<file path="src/rtl/riscv_pkg.sv">
// Shared RV32 constants for the execute-stage branch logic.
package riscv_pkg;

    localparam int XLEN_DEF = 32;
    localparam int PC_INCR  = 4;

    localparam logic [2:0] F3_BEQ  = 3'b000;
    localparam logic [2:0] F3_BNE  = 3'b001;
    localparam logic [2:0] F3_BLT  = 3'b100;
    localparam logic [2:0] F3_BGE  = 3'b101;
    localparam logic [2:0] F3_BLTU = 3'b110;
    localparam logic [2:0] F3_BGEU = 3'b111;

endpackage

</file>
<file path="src/rtl/branch_cond_eval.sv">
// Branch condition from the flags of op1-op2 (SUB); carry=1 means no borrow.
module branch_cond_eval
    import riscv_pkg::*;
(
    input  logic [2:0] funct3,
    input  logic       carry,
    input  logic       zero,
    input  logic       negative,
    input  logic       overflow,
    output logic       cond
);

    always_comb begin
        cond = 1'b0;
        case (funct3)
            F3_BEQ:  cond = zero;
            F3_BNE:  cond = !zero;
            F3_BLT:  cond = negative ^ overflow;
            F3_BGE:  cond = !(negative ^ overflow);
            F3_BLTU: cond = !carry;
            F3_BGEU: cond = carry;
            default: cond = 1'b0;
        endcase
    end

endmodule

</file>
<file path="src/rtl/ex_branch_resolve_stage.sv">
// EX-stage branch resolution: issues a one-cycle redirect, holds a flush window
// that swallows wrong-path beats, and registers survivors into the EX/MEM slot.
module ex_branch_resolve_stage
    import riscv_pkg::*;
#(
    parameter int FLUSH_CYCLES = 2,
    parameter int XLEN         = XLEN_DEF
) (
    input  logic            clk,
    input  logic            rst_n,
    input  logic            in_valid,
    output logic            in_ready,
    input  logic [XLEN-1:0] in_pc,
    input  logic [XLEN-1:0] in_imm,
    input  logic            in_is_branch,
    input  logic            in_is_jal,
    input  logic [2:0]      in_funct3,
    input  logic [4:0]      in_rd,
    input  logic            in_reg_write,
    input  logic [XLEN-1:0] alu_result,
    input  logic            carry_flag,
    input  logic            zero_flag,
    input  logic            negative_flag,
    input  logic            overflow_flag,
    output logic            out_valid,
    input  logic            out_ready,
    output logic [XLEN-1:0] out_result,
    output logic [4:0]      out_rd,
    output logic            out_reg_write,
    output logic [XLEN-1:0] out_pc,
    output logic            redirect_valid,
    output logic [XLEN-1:0] redirect_pc,
    output logic            flush
);

    localparam int CNT_W = (FLUSH_CYCLES < 1) ? 1 : $clog2(FLUSH_CYCLES + 1);

    logic            cond;
    logic            taken;
    logic            accept;
    logic            load;

    logic            valid_q, valid_d;
    logic [XLEN-1:0] result_q, result_d;
    logic [4:0]      rd_q, rd_d;
    logic            reg_write_q, reg_write_d;
    logic [XLEN-1:0] pc_q, pc_d;
    logic            redir_valid_q, redir_valid_d;
    logic [XLEN-1:0] redir_pc_q, redir_pc_d;
    logic [CNT_W-1:0] cnt_q, cnt_d;

    branch_cond_eval u_cond (
        .funct3   (in_funct3),
        .carry    (carry_flag),
        .zero     (zero_flag),
        .negative (negative_flag),
        .overflow (overflow_flag),
        .cond     (cond)
    );

    assign taken    = in_is_jal | (in_is_branch & cond);
    assign in_ready = !valid_q | out_ready;
    assign accept   = in_valid & in_ready;
    // Beats accepted inside the flush window are wrong-path: consumed, never loaded.
    assign load     = accept & (cnt_q == '0);

    always_comb begin
        valid_d       = valid_q;
        result_d      = result_q;
        rd_d          = rd_q;
        reg_write_d   = reg_write_q;
        pc_d          = pc_q;
        redir_valid_d = 1'b0;
        redir_pc_d    = redir_pc_q;
        cnt_d         = cnt_q;

        if (cnt_q != '0) begin
            cnt_d = cnt_q - CNT_W'(1);
        end

        if (load) begin
            valid_d     = 1'b1;
            result_d    = in_is_jal ? (in_pc + XLEN'(PC_INCR)) : alu_result;
            rd_d        = in_rd;
            reg_write_d = in_reg_write & !in_is_branch;
            pc_d        = in_pc;
            if (taken) begin
                redir_valid_d = 1'b1;
                redir_pc_d    = in_pc + in_imm;
                cnt_d         = CNT_W'(FLUSH_CYCLES);
            end
        end else if (out_ready) begin
            valid_d = 1'b0;
        end
    end

    always_ff @(posedge clk) begin
        if (!rst_n) begin
            valid_q       <= 1'b0;
            result_q      <= '0;
            rd_q          <= '0;
            reg_write_q   <= 1'b0;
            pc_q          <= '0;
            redir_valid_q <= 1'b0;
            redir_pc_q    <= '0;
            cnt_q         <= '0;
        end else begin
            valid_q       <= valid_d;
            result_q      <= result_d;
            rd_q          <= rd_d;
            reg_write_q   <= reg_write_d;
            pc_q          <= pc_d;
            redir_valid_q <= redir_valid_d;
            redir_pc_q    <= redir_pc_d;
            cnt_q         <= cnt_d;
        end
    end

    assign out_valid      = valid_q;
    assign out_result     = result_q;
    assign out_rd         = rd_q;
    assign out_reg_write  = reg_write_q;
    assign out_pc         = pc_q;
    assign redirect_valid = redir_valid_q;
    assign redirect_pc    = redir_pc_q;
    assign flush          = (cnt_q != '0);

endmodule

</file>
<file path="config.mk">
export PLATFORM = sky130hd
export DESIGN_NAME = ex_branch_resolve_stage
export DESIGN_NICKNAME = d
export VERILOG_FILES = /design/src/rtl/riscv_pkg.sv /design/src/rtl/branch_cond_eval.sv /design/src/rtl/ex_branch_resolve_stage.sv
export SDC_FILE = /design/constraint.sdc
export NUM_CORES = 1
export LEC_CHECK = 0
export ABC_AREA = 1
export ABC_CLOCK_PERIOD_IN_PS = 3850
export BUFFER_PORTS_ARGS = -buffer_cell sky130_fd_sc_hd__buf_2
export CAP_MARGIN = 20
export CORE_MARGIN = 4
export CORE_UTILIZATION = 40
export CTS_CLUSTER_SIZE = 14
export DETAILED_ROUTE_END_ITERATION = 10
export GPL_ROUTABILITY_DRIVEN = 0
export SYNTH_ARGS = -nofsm -noshare
export SYNTH_HDL_FRONTEND = slang
export SYNTH_HIERARCHICAL = 1
export SYNTH_SLANG_ARGS = --single-unit
</file>
<file path="constraint.sdc">
create_clock -name clk -period 3.85 [get_ports clk]
set_input_delay 0.1925 -clock clk [delete_from_list [all_inputs] [get_ports clk]]
set_output_delay 0.1925 -clock clk [all_outputs]
set_load 0.01 [all_outputs]
</file>
==> metrics.csv <==
metric,value,unit
synthTopCellsByArea,"dfxtp_1 (29%), nand2_1 (20%), inv_1 (9.7%), nor2_1 (7.5%), a21oi_1 (7.4%)",
clk_latency,0.36,ns
setup_viol,0,
port_buffers,220,
cts_buffers,9,
synthesis.nets,1395,
status,"complete, no violations",
finalHoldViolCount,0,
first_pass_iters,5,
worst_pin_slew,0.735,ns
hold_depth,3,
ys_seq_area_frac,0.287,
cts_htree_levels,3,
highest_layer,met4,
die_area,20700,µm²
synth-main-ff-cell,dfxtp_1,
boundaryPins,221,
via_per_inst,4.89,
tns,0,ns
finClkSkew,0.00792,ns
reg2regPathDepth,6,
peakVddDrop,0.227,mV
rsz0062_at_grt,no,
dpl.hpwl,20.4,mm
via_count,8217,
grt_pass1_vias,7579,
cts_tree,done,
path_delay_family,buffers and inverters,
initial_core_util,0.408,
leakage,5.04,nW
grt_first_pass_wirelength,39.1,mm
synth-edff-count,0,
die_w,144,µm
grt_max_degree,56,
post_cts_buffers,0,
cp_slowest_stage_delay,0.62,ns
coreArea,18100,µm²
std_cell_rows,49,
cp_data_arrival_time,2.42,ns
overflow,0,
power_density,346,nW/µm²
drive_gt1_frac,0.188,
syn_area_per_cell,5.92,µm²
layout_worst_path_cycle_share,0.553,
yosysWarnings,6,
crit_cells,6,
die_y,144,µm
clock_sinks,106,
drtAntennaViolNets,0,
critPathKind,register to register,
n_fill_cell,1971,
first_iter_violations,497,
nets,1593,
synth.top_cell.area_share,0.287,
wl_per_cell,15.2,µm
area_delta_synth_final,20.9,%
remaining_drc_errors,0,
dp_cells,1663,
stdcell_count,1679,
cap_violations,0,
synth_area,7380,µm²
crit_slowest_cell,inv_2,
ys_ff_latch,106,
ctsResizeCount,0,
path_clk_slew,0.08,ns
grt.total_usage,0.241,
cp-start-kind,register,
fmax,0.470,GHz
crit_path_cell_trace,nor2_2 -> nand3_4 -> inv_2 -> buf_12 -> o21ai_0 -> a21oi_1,
cts.path.max_buffers,2,
cts_hold_buf,0,
hold_path.class,primary input to register,
cp_max_fo,44,
diodes,0,
wl_met3,1.61,mm
synth.distinct_cells,44,
cp.buffers_inverters,2,
dr_wl_met2,11.5,mm
wirelength,25.5,mm
antenna_found_initial,0,
relSlewSlack,0.509,
wl_met1,11.6,mm
cts-root-buf,clkbuf_16,
fin_crit,2.13,ns
synthArstFlopShare,0,
required,4.14,ns
slew_violations,0,
syn_inst,1247,
worstSetupEndpointType,register,
yosys.area.top_type,dfxtp_1,
[final timing paths]
path            start        endpoint  slack [ns]
max          cnt_q[1]  out_result[22]        1.72
min          in_rd[0]       out_rd[0]        0.08
max reg2reg  cnt_q[1]  out_result[22]        1.72
min reg2reg  cnt_q[0]        cnt_q[0]        0.46
[cell families (layout without fill, tap and decap cells)]
group,after synthesis,after routing,share of synthesized area
fa+ha+maj,33,33,0.0569
flops,106,106,0.287
buf+inv,233,436,0.125
xor+xnor,15,15,0.0178
simple gates,674,674,0.380
compound gates,186,186,0.133
[synthesized netlist by cell type, types with 3 or more instances]
master / number
nor3_1: 7
buf_4: 4
or2_2: 4
clkbuf_1: 22
nand2_2: 6
nand3b_1: 7
nand2_1: 401
xnor2_1: 5
nand4_1: 8
o211ai_1: 4
o21ai_0: 52
buf_2: 8
inv_2: 3
a31oi_1: 6
a21oi_1: 109
o21bai_1: 3
o21ai_1: 6
ha_1: 32
inv_1: 190
nand3_1: 74
xor2_1: 10
nor2_2: 6
dfxtp_1: 106
nor2_1: 148
[cell type report]
cell class | count | area (µm²) | share of cell area
Tap cell | 229 | 287 | 0.0321
Sequential cell | 106 | 2120 | 0.238
Clock buffer | 10 | 229 | 0.0256
Inverter | 194 | 728 | 0.0816
Timing Repair Buffer | 226 | 1160 | 0.130
Clock inverter | 6 | 61.3 | 0.00687
Multi-Input combinational cell | 908 | 4340 | 0.486
[worst min-delay path: cells and delay by family]
kind,cells,cell delay (ns)
buf+inv,1,0.09
simple gates,1,0.05
compound gates,1,0.05
[cells in the final DEF, fill, tap and decap left out, types with 2 or more instances in the layout]
cell	netlist	routed
nor3_4	2	2
inv_2	3	4
o21ai_0	52	52
inv_6	0	2
dfxtp_1	106	106
buf_2	8	220
xnor2_1	5	5
buf_4	4	5
o211ai_1	4	4
inv_1	190	190
and2_1	2	2
o21bai_1	3	3
ha_1	32	32
nor2_2	6	5
nand2_1	401	401
a21oi_1	109	109
clkbuf_16	0	9
nand2_2	6	6
nor3_1	7	7
nand4_1	8	8
or2_2	4	4
nor2_1	148	148
nor2_4	2	3
a31oi_1	6	6
nand3b_1	7	7
nand3_1	74	74
o21ai_1	6	6
o21bai_2	2	2
xor2_1	10	10
[state kept, by name (all words and copies together) (netlist names)]
name / count
out_pc: 32
out_result: 32
redirect_pc: 32
out_rd: 5
cnt_q: 2
out_reg_write: 1
out_valid: 1
redirect_valid: 1
[through the flow]
stage / total power [W] / cell area, µm² / setup slack (ns) / utilization / hold slack, ns
6_report: 0.00309 / 8930 / 1.72 / 0.494 / 0.0754
5_1_grt: 0.00329 / 8930 / 1.47 / 0.494 / 0.0807
4_1_cts: 0.00313 / 8930 / 1.70 / 0.494 / 0.0641
3_5_place_dp: 0.00219 / 8640 / 1.72 / 0.478 / 0.447
3_3_place_gp: 0.00219 / 8640 / 1.76 / 0.478 / 0.438
2_1_floorplan: 0.00184 / 7380 / 2.13 / - / 0.334
[layer usage]
metal / GRT usage / vias up
li1: - / 4296
met1: 0.320 / 3607
met2: 0.399 / 271
met3: 0.0359 / 43
met4: 0.0852 / 0
met5: 0 / -
[power by group]
group,internal (W),switching [W]
Clock,0.000456,0.000469
Sequential,0.00119,0.0000501
Combinational,0.000329,0.000594
Total,0.00198,0.00111
No activity file was read; power rests on OpenSTA's default activity.
